## src/rtl/if_fetch_stage.sv

```systemverilog
// if_fetch_stage: instruction fetch stage of the pipeline.
//   Owns the PC, issues requests to the instruction cache, absorbs miss
//   latency and loads the IF/ID register consumed by the decoder.
//
// Ports:
//   CLK          in   system clock, rising edge
//   RST          in   asynchronous active-high reset
//   stall_id     in   hazard unit: hold PC and IF/ID this cycle
//   redirect     in   EX: PC redirect valid (branch, JAL, JALR, mret)
//   redirect_pc  in   EX: redirect target, bits[1:0] forced to zero
//   ic_req       out  cache request valid
//   ic_addr      out  cache fetch address (always the current PC)
//   ic_ready     in   cache: ic_data valid this cycle
//   ic_data      in   cache instruction word
//   if_id_ir     out  IF/ID instruction word
//   if_id_pc     out  IF/ID PC of that instruction
//   if_id_valid  out  IF/ID holds a real instruction
//   fetch_busy   out  high whenever the fetch FSM is not in FETCH
module if_fetch_stage #(
    parameter logic [31:0] RESET_VEC = 32'h0000_0000,
    parameter logic [31:0] NOP_INSTR = 32'h0000_0013
) (
    input  logic        CLK,
    input  logic        RST,
    input  logic        stall_id,
    input  logic        redirect,
    input  logic [31:0] redirect_pc,
    output logic        ic_req,
    output logic [31:0] ic_addr,
    input  logic        ic_ready,
    input  logic [31:0] ic_data,
    output logic [31:0] if_id_ir,
    output logic [31:0] if_id_pc,
    output logic        if_id_valid,
    output logic        fetch_busy
);

    localparam logic [1:0] ST_FETCH   = 2'd0;
    localparam logic [1:0] ST_MISS    = 2'd1;
    localparam logic [1:0] ST_HOLD    = 2'd2;
    localparam logic [1:0] ST_DISCARD = 2'd3;

    logic [1:0]  state_q, state_d;
    logic [31:0] pc_q, pc_d;
    logic [31:0] pend_pc_q, pend_pc_d;
    logic [31:0] buf_q, buf_d;
    logic [31:0] ir_q, ir_d;
    logic [31:0] ifpc_q, ifpc_d;
    logic        vld_q, vld_d;

    logic        bubble;
    logic        load;
    logic [31:0] load_word;
    logic [31:0] tgt;

    assign tgt = {redirect_pc[31:2], 2'b00};

    always_comb begin
        state_d   = state_q;
        pc_d      = pc_q;
        pend_pc_d = pend_pc_q;
        buf_d     = buf_q;
        ir_d      = ir_q;
        ifpc_d    = ifpc_q;
        vld_d     = vld_q;
        bubble    = 1'b0;
        load      = 1'b0;
        load_word = ic_data;

        case (state_q)
            ST_FETCH: begin
                if (redirect) begin
                    bubble = 1'b1;
                    pc_d   = tgt;
                end else if (ic_ready) begin
                    // Under stall nothing moves: the same address is re-presented.
                    if (!stall_id) load = 1'b1;
                end else begin
                    state_d = ST_MISS;
                    if (!stall_id) bubble = 1'b1;
                end
            end
            ST_MISS: begin
                if (redirect) begin
                    bubble = 1'b1;
                    if (ic_ready) begin
                        pc_d    = tgt;
                        state_d = ST_FETCH;
                    end else begin
                        // Fill cannot be aborted; remember the target and
                        // keep the old address up until the fill drains.
                        pend_pc_d = tgt;
                        state_d   = ST_DISCARD;
                    end
                end else if (ic_ready) begin
                    if (!stall_id) begin
                        load    = 1'b1;
                        state_d = ST_FETCH;
                    end else begin
                        // Fill data is delivered only once; park it.
                        buf_d   = ic_data;
                        state_d = ST_HOLD;
                    end
                end else if (!stall_id) begin
                    bubble = 1'b1;
                end
            end
            ST_HOLD: begin
                if (redirect) begin
                    bubble  = 1'b1;
                    pc_d    = tgt;
                    state_d = ST_FETCH;
                end else if (!stall_id) begin
                    load      = 1'b1;
                    load_word = buf_q;
                    state_d   = ST_FETCH;
                end
            end
            ST_DISCARD: begin
                bubble = 1'b1;
                if (redirect) pend_pc_d = tgt;
                if (ic_ready) begin
                    // Latest redirect wins, including one arriving this cycle.
                    pc_d    = redirect ? tgt : pend_pc_q;
                    state_d = ST_FETCH;
                end
            end
            default: state_d = ST_FETCH;
        endcase

        if (bubble) begin
            ir_d   = NOP_INSTR;
            ifpc_d = pc_q;
            vld_d  = 1'b0;
        end
        if (load) begin
            ir_d   = load_word;
            ifpc_d = pc_q;
            vld_d  = 1'b1;
            pc_d   = pc_q + 32'd4;
        end
    end

    always_ff @(posedge CLK or posedge RST) begin
        if (RST) begin
            state_q   <= ST_FETCH;
            pc_q      <= RESET_VEC;
            pend_pc_q <= 32'd0;
            buf_q     <= 32'd0;
            ir_q      <= NOP_INSTR;
            ifpc_q    <= 32'd0;
            vld_q     <= 1'b0;
        end else begin
            state_q   <= state_d;
            pc_q      <= pc_d;
            pend_pc_q <= pend_pc_d;
            buf_q     <= buf_d;
            ir_q      <= ir_d;
            ifpc_q    <= ifpc_d;
            vld_q     <= vld_d;
        end
    end

    assign ic_req      = !RST && (state_q != ST_HOLD);
    assign ic_addr     = pc_q;
    assign if_id_ir    = ir_q;
    assign if_id_pc    = ifpc_q;
    assign if_id_valid = vld_q;
    assign fetch_busy  = (state_q != ST_FETCH);

endmodule

```

## config.mk

```make
export PLATFORM = sky130hd
export DESIGN_NAME = if_fetch_stage
export DESIGN_NICKNAME = d
export VERILOG_FILES = /design/src/rtl/if_fetch_stage.sv
export SDC_FILE = /design/constraint.sdc
export NUM_CORES = 1
export LEC_CHECK = 0
export CAP_MARGIN = 5
export CELL_PAD_IN_SITES_DETAIL_PLACEMENT = 1
export CELL_PAD_IN_SITES_GLOBAL_PLACEMENT = 2
export CORE_MARGIN = 1
export CORE_UTILIZATION = 29
export DETAILED_ROUTE_END_ITERATION = 10
export GPL_TIMING_DRIVEN = 0
export PLACE_DENSITY = 0.79
export SLEW_MARGIN = 20
export SYNTH_ARGS = -nofsm -noshare
export SYNTH_HDL_FRONTEND = slang
export SYNTH_SLANG_ARGS = --single-unit
```

## constraint.sdc

```tcl
create_clock -name CLK -period 4.8 [get_ports CLK]
set_input_delay 0.48 -clock CLK [delete_from_list [all_inputs] [get_ports CLK]]
set_output_delay 0.48 -clock CLK [all_outputs]
set_load 0.1 [all_outputs]
```

* After elaboration in Yosys (flattened, before gate mapping)
Index checks and enable logic that the tools add are counted.
** Cells by class
- $add $sub $neg :: 1
- Equal/unequal tests :: 15
- Mux-type cells :: 38
- Bitwise logic cells :: 1
- Reduce and logical (&&, ||, !) cells :: 12
** Operators with widths (number)
- $mux W32 :: 15
- $pmux W32 S3 :: 1
- $pmux W32 S2 :: 1
- $add A32 B3 Y32 const B :: 1
- $mux W2 :: 9
- $ne A3 B3 Y1 const B :: 5
- $ne A2 B2 Y1 const B :: 6
- $mux W1 :: 9
- $pmux W2 S4 :: 1
- $reduce_and A3 Y1 :: 2
- $reduce_bool A2 Y1 :: 3
- $reduce_and A5 Y1 :: 1
- $eq A2 B2 Y1 const B :: 2
- $reduce_and A4 Y1 :: 1
- $reduce_or A2 Y1 :: 2
- $ne A3 B1 Y1 const B :: 1
- $pmux W1 S3 :: 1
- $eq A2 B1 Y1 const B :: 1
- $logic_not A2 Y1 :: 1
- $pmux W1 S2 :: 1
- $logic_and A1 B1 Y1 :: 1
- $logic_not A1 Y1 :: 1
- $not A1 Y1 :: 1
** Word-level totals
- Bits in registers :: 163
- Bits of input ports :: 69
- Output and inout port bits :: 99
- Word-level logic and storage cells :: 74

* Longest topological paths before layout
Gate-level depths: netlist (run 1).
- Depth in word-level cells :: 6
- Gate-level depth with buffers :: 7
- Mapped depth without buffers :: 5

* Worst setup path after synthesis (run 1)
OpenSTA, ideal clock, no wires.
- Path type :: reg2out
- Start :: register state_q[1]
- End :: output port ic_req
- Arrival time :: 1.925 ns
- Data required time :: 4.320 ns
- Slack :: 2.395 ns
- Stages on the path, launching flop included :: 4
- Path buffers :: 1
- Path through :: dfrtp_1 > buf_2 > nor2b_1 > nor2_1
** On the way
- Cells in the longest elaborated chain, start to end :: 2
** RTL lines
- start, declared :: line 43 : logic [1:0] state_q, state_d;
- start signal, assigned :: line 154 : state_q <= state_d;
- $ne A2 B2 Y1 :: line 164 : assign ic_req = !RST && (state_q != ST_HOLD);
- $logic_and A1 B1 Y1 :: line 164
- end, declared :: line 28 : output logic ic_req,
No other way between the ends.

* Final worst setup path (run 1)
Ends and elaborated chain as after synthesis.

==> impl_metrics.yaml, run 1 <==
setup_path:
  r2r_end: "ic_addr[13]"
  setup.reg_to_reg.worst_slack_ps: 2500
  worst-path-max-fanout: 10
  crit-reg2reg-launch: "ic_addr[2]"
  cp.required_ps: 4320
  endpoint: "ic_req"
  cp.arrival_ps: 2420
  r2r_cells: 4
  cp-start-kind: "flip-flop"
  path_class: "flip-flop to primary output"
  end_kind: "primary output"
  crit_start: "state_q[1]"
clock_network:
  cts_root_buf: "clkbuf_16"
  cts_hold_buf: 0
  ctsLongestPathBuffers: 2
  cts_buffers: 17
  path_clk_slew_ps: 70
  clock_latency_ps: 440
  clock-sinks: 163
  cts_tree: "yes"
  postCtsSetupBuffers: 0
  ctsHtreeMaxLevel: 4
  cts_resized: 0
global_routing:
  grt_max_degree: 32
  antenna_found_initial: 0
  grt_pass1_vias: 6293
  grt_pass1_wl_microns: 37400
  grt-ovfl-total: 0
  grtUsageTotal_pct: 18.8
drt:
  first_pass_iters: 4
  drcViolationCount: 0
  drtAntennaViolNets: 0
  routedWlPerCell_microns: 19.2
  vias: 5990
  drt-initial-drc-count: 284
  vias_per_cell: 4.90
  routed_wl_microns: 23500
logic_synthesis:
  seq_area_frac_synth_pct: 54.5
  ys_ff_latch: 163
  async_reset_ff_share_pct: 100
  synth-edff-count: 0
  synth_fp_nets: 761
  avgSynthCellArea_sq_um: 10.8
  synth_ff_type: "dfrtp_1"
  ys_warn_count: 0
  postSynthCellCount: 691
  synth_cell_types: 59
  synthesis.area_sq_um: 7480
timing:
  finalSetupTns_ps: 0
  fmax_mhz: 345
  finClkSkew_ps: 9.57
  finalSetupViolations: 0
  relSlewSlack_pct: 29.8
  final.period_utilization_pct: 60.4
  fin_ws_ps: 1900
  period_needed_ps: 2900
  rsz0062_at_grt: "false"
  tightest_slew_ps: 1050
  slew_viol_final: 0
  hold_violations: 0
die:
  rows: 58
  pin_count: 168
  die_y_microns: 163
  core_area_sq_um: 25300
  initial_utilization_pct: 29.6
  die_w_microns: 163
  dieArea_sq_um: 26500
layout:
  final_common_cell: "clkdlybuf4s50_1"
  drive_gt1_share_pct: 16.0
  stdcell_area_sq_um: 10200
  layout_common_cells: "clkdlybuf4s50_1, dfrtp_1, nand2_1"
  syn_to_final_growth_pct: 36.5
  antenna_cells: 0
  fin_nets: 949
pwr:
  leakage_nw: 4.27
  power_mw: 4.64
  powerDensity_nw_per_um2: 454
  peakVddDrop_v: 0.000230
placed_design:
  gp_routability_congestion: 0.811
  dp_slack_ps: 2120
  place_hpwl_microns: 17600
  dpl_cell_area_sq_um: 9650
  portBuffers: 164
run_status:
  status: "finished, final reports clean"
worst_hold_path:
  hold_start: "redirect"
  min_path_type: "input pin to flip-flop"
job:
  cap_violations: 0
[layout make-up]
class | count | area, sq um
Fill cell | 2783 | 15000
Sequential cell | 163 | 4080
Multi-Input combinational cell | 478 | 3160
Timing Repair Buffer | 169 | 1750
Clock buffer | 18 | 429
Tap cell | 330 | 413
Buffer | 42 | 208
Clock inverter | 14 | 136
Inverter | 8 | 33.8
[registers in the layout, summed over array words and instances, names as in the netlist]
register / flops
if_id_pc: 32
if_id_ir: 32
state_q: 2
if_id_valid: 1
buf_q: 32
ic_addr: 32
pend_pc_q: 32
[routing by layer]
| layer | global-route usage [%] | vias to the layer above | wire length (microns) |
|---|---|---|---|
| met5 | 0 | - | 0 |
| met4 | 5.95 | 0 | 387 |
| met3 | 3.39 | 18 | 878 |
| met2 | 30.1 | 127 | 11000 |
| met1 | 25.6 | 2997 | 11200 |
| li1 | - | 2848 | - |
[logic make-up (layout without fill, tap and decap cells)]
| family | Yosys count | count (layout) | synth area share, % |
|---|---|---|---|
| multiplexers | 106 | 106 | 15.3 |
| flip-flops | 163 | 163 | 54.5 |
| buffers and inverters | 50 | 251 | 3.18 |
| adder cells (fa/ha/maj) | 1 | 1 | 0.167 |
| AND/OR/NAND/NOR | 265 | 265 | 16.9 |
| AO/OA/AOI/OAI | 106 | 106 | 9.95 |
[cells in the mapped netlist, types with 8 or more instances]
master	number	area, sq um
a21oi_1	8	40.0
nor3_1	8	40.0
mux2i_1	39	390
nor2_1	19	71.3
clkbuf_1	18	67.6
nand2_1	156	586
nand3_1	13	65.1
a211oi_1	13	97.6
o21ai_0	37	185
inv_1	8	30.0
mux2_2	65	732
buf_2	19	95.1
dfrtp_1	160	4000
nand4_1	13	81.3
a311oi_1	13	114
and3_1	14	87.6
[how the worst min path moves through the flow]
stage | slack (ps) | endpoint | depth (start not counted)
final | 420 | state_q[0] | 4
after global routing | 450 | state_q[0] | 4
after CTS | 400 | state_q[0] | 4
after detailed placement | 460 | if_id_pc[25] | 2
after global placement | 450 | if_id_pc[19] | 2
after floorplan | 460 | buf_q[24] | 1
[stage by stage]
stage / cells / util, % / hold slack (ps)
detailed placement: 1190 / 38.2 / 459
CTS: 1222 / 40.5 / 401
global route: 1222 / 40.5 / 445
floorplan: 691 / - / 458
global placement: 1185 / 37.8 / 451
finish: 1222 / 40.5 / 421
[report_power, final]
part | total [mW] | internal [mW] | leakage (nW) | switching [mW]
Clock | 1.34 | 0.690 | 0.275 | 0.652
Combinational | 1.49 | 0.435 | 2.00 | 1.06
Sequential | 1.81 | 1.62 | 1.99 | 0.185
Total | 4.64 | 2.75 | 4.27 | 1.89
[critical path, cell delays in order (launching register included)]
cell and delay, ps:
dfrtp_1 390, buf_2 180, nor2b_1 190, nor2_1 100, clkdlybuf4s50_1 1130
Note: power is estimated with default switching activity, not from simulation.
==> run 2, diff against run 1 <==
--- a/config.mk
+++ b/config.mk
@@ -9,10 +9,10 @@
 export CELL_PAD_IN_SITES_DETAIL_PLACEMENT = 1
 export CELL_PAD_IN_SITES_GLOBAL_PLACEMENT = 2
 export CORE_MARGIN = 1
-export CORE_UTILIZATION = 29
+export CORE_UTILIZATION = 32
 export DETAILED_ROUTE_END_ITERATION = 10
 export GPL_TIMING_DRIVEN = 0
-export PLACE_DENSITY = 0.79
+export PLACE_DENSITY = 0.83
 export SLEW_MARGIN = 20
 export SYNTH_ARGS = -nofsm -noshare
 export SYNTH_HDL_FRONTEND = slang
==> constraint.sdc (replaced) <==
create_clock -name CLK -period 2.8 [get_ports CLK]
set_input_delay 0.28 -clock CLK [delete_from_list [all_inputs] [get_ports CLK]]
set_output_delay 0.28 -clock CLK [all_outputs]
set_load 0.1 [all_outputs]
==> impl_metrics.yaml, run 2 (synthesized netlist as in run 1, its figures left out) <==
layout:
  antenna_cells: 0
  drive_gt1_share_pct: 16.1
  layout_common_cells: "clkdlybuf4s50_1, dfrtp_1, nand2_1"
  syn_to_final_growth_pct: 36.2
  final_common_cell: "clkdlybuf4s50_1"
  nFillCells: 2466
  seq_area_sq_um: 4080
  multi_input_area_sq_um: 3160
  fin_nets: 949
drt:
  wl_met1_microns: 10900
  vias_per_cell: 5.07
  dr_wl_met2_microns: 10900
  first_pass_iters: 5
  drcViolationCount: 0
  routed_wl_microns: 23100
  drtAntennaViolNets: 0
  top_layer: "met4"
  dr_wl_met3_microns: 1000
  vias: 6108
  routedWlPerCell_microns: 19.2
  drt-initial-drc-count: 368
pwr:
  power_frac_seq_pct: 39.0
  switchingPower_mw: 3.23
  pwr-share-comb_pct: 32.2
  powerDensity_nw_per_um2: 779
  peakVddDrop_v: 0.000368
  power.share.switching_pct: 40.7
  p_clk_share_pct: 28.8
  leakage_nw: 4.26
  cellInternalPower_mw: 4.70
timing:
  finalSetupTns_ps: 0
  slew_viol_final: 0
  finClkSkew_ps: 10.5
  fmax_mhz: 372
  relSlewSlack_pct: 30.3
  hold_ws_ps: 206
  period_needed_ps: 2690
  final.period_utilization_pct: 95.9
  hold_violations: 0
  rsz0062_at_grt: "false"
  tightest_slew_ps: 1040
  finalSetupViolations: 0
run_status:
  status: "finished, final reports clean"
clock_network:
  cts_buffers: 17
  path_clk_slew_ps: 70
  cts_resized: 0
  cts_root_buf: "clkbuf_16"
  ctsLongestPathBuffers: 2
  clock-sinks: 163
  cts_hold_buf: 0
  ctsHtreeMaxLevel: 4
  postCtsSetupBuffers: 0
  clock_latency_ps: 440
  cts_tree: "yes"
setup_path:
  cp.arrival_ps: 2410
  end_kind: "primary output"
  worst-path-max-fanout: 10
  cp-start-kind: "flip-flop"
  cp.required_ps: 2520
  path_class: "flip-flop to primary output"
worst_hold_path:
  min_path_type: "input pin to flip-flop"
global_routing:
  antenna_found_initial: 0
  grt_max_degree: 33
  grt-ovfl-total: 0
  grtUsageTotal_pct: 20.5
  grt_pass1_wl_microns: 37300
  grt_pass1_vias: 6314
die:
  pin_count: 168
  die_w_microns: 155
  initial_utilization_pct: 32.9
  dieArea_sq_um: 24000
  core_area_sq_um: 22800
  die_y_microns: 155
  rows: 55
placed_design:
  place_hpwl_microns: 17400
  portBuffers: 164
  gp_routability_congestion: 0.814
job:
  cap_violations: 0
## run 2: changes by cell type in the layout (fill, tap and decap cells not counted), sizes merged
cell / change
clkinvlp: +2
inv: -1
clkbuf: -1
## run 2: area by class of cell
cell class / instances / share of cell area, %
Buffer: 42 / 2.04
Clock buffer: 17 / 4.17
Clock inverter: 15 / 1.42
Inverter: 8 / 0.331
Multi-Input combinational cell: 478 / 31.0
Sequential cell: 163 / 40.1
Tap cell: 313 / 3.84
Timing Repair Buffer: 169 / 17.1
## run 2: path summary, 6_finish.rpt
path / from / endpoint / slack, ps / depth (start not counted)
min in group asynchronous: RST / if_id_ir[20] / 320 / 2
max: state_q[1] / ic_req / 110 / 4
min reg2reg: if_id_pc[22] / if_id_pc[22] / 470 / 2
max reg2reg: ic_addr[2] / ic_addr[30] / 460 / 5
max in group asynchronous: RST / if_id_ir[1] / 1650 / 4
min: redirect / state_q[0] / 210 / 4
## run 2: stage by stage
| stage | area [sq um] | power, mW | utilization [%] | instances | worst slack (ps) |
|---|---|---|---|---|---|
| final | 10200 | 7.94 | 44.7 | 1205 | 114 |
| after floorplan | 7490 | 4.93 | - | 691 | 414 |
| after detailed placement | 9620 | 5.71 | 42.2 | 1173 | 334 |
| after CTS | 10200 | 8.02 | 44.7 | 1205 | 84.1 |
| after global routing | 10200 | 8.29 | 44.7 | 1205 | 12.3 |
| after global placement | 9520 | 5.64 | 41.8 | 1168 | -1160 |
## run 2: critical path, stage by stage (launching register included)
cell and delay, ps:
dfrtp_1 390, buf_2 180, nor2b_1 180, nor2_1 90
clkdlybuf4s50_1 1130
## run 2: power by group through the flow
| stage | sequential (mW) | combinational [mW] | clock, mW |
|---|---|---|---|
| finish | 3.09 | 2.56 | 2.29 |
| global route | 3.16 | 2.68 | 2.45 |
| CTS | 3.10 | 2.58 | 2.35 |
| detailed placement | 3.14 | 2.57 | 0 |
| global placement | 3.12 | 2.52 | 0 |
| floorplan | 4.26 | 0.667 | 0 |
## run 2: metal layers
layer	up-vias	GRT usage (%)
met3	26	3.34
met2	159	32.4
met4	0	6.46
met1	3071	28.6
met5	-	0
li1	2852	-
==> run 3, diff against run 2 <==
--- a/config.mk
+++ b/config.mk
@@ -5,7 +5,6 @@
 export SDC_FILE = /design/constraint.sdc
 export NUM_CORES = 1
 export LEC_CHECK = 0
-export CAP_MARGIN = 5
 export CELL_PAD_IN_SITES_DETAIL_PLACEMENT = 1
 export CELL_PAD_IN_SITES_GLOBAL_PLACEMENT = 2
 export CORE_MARGIN = 1
==> results of run 3 <==
Final layout, timing and power as in run 2 (identical DEF).
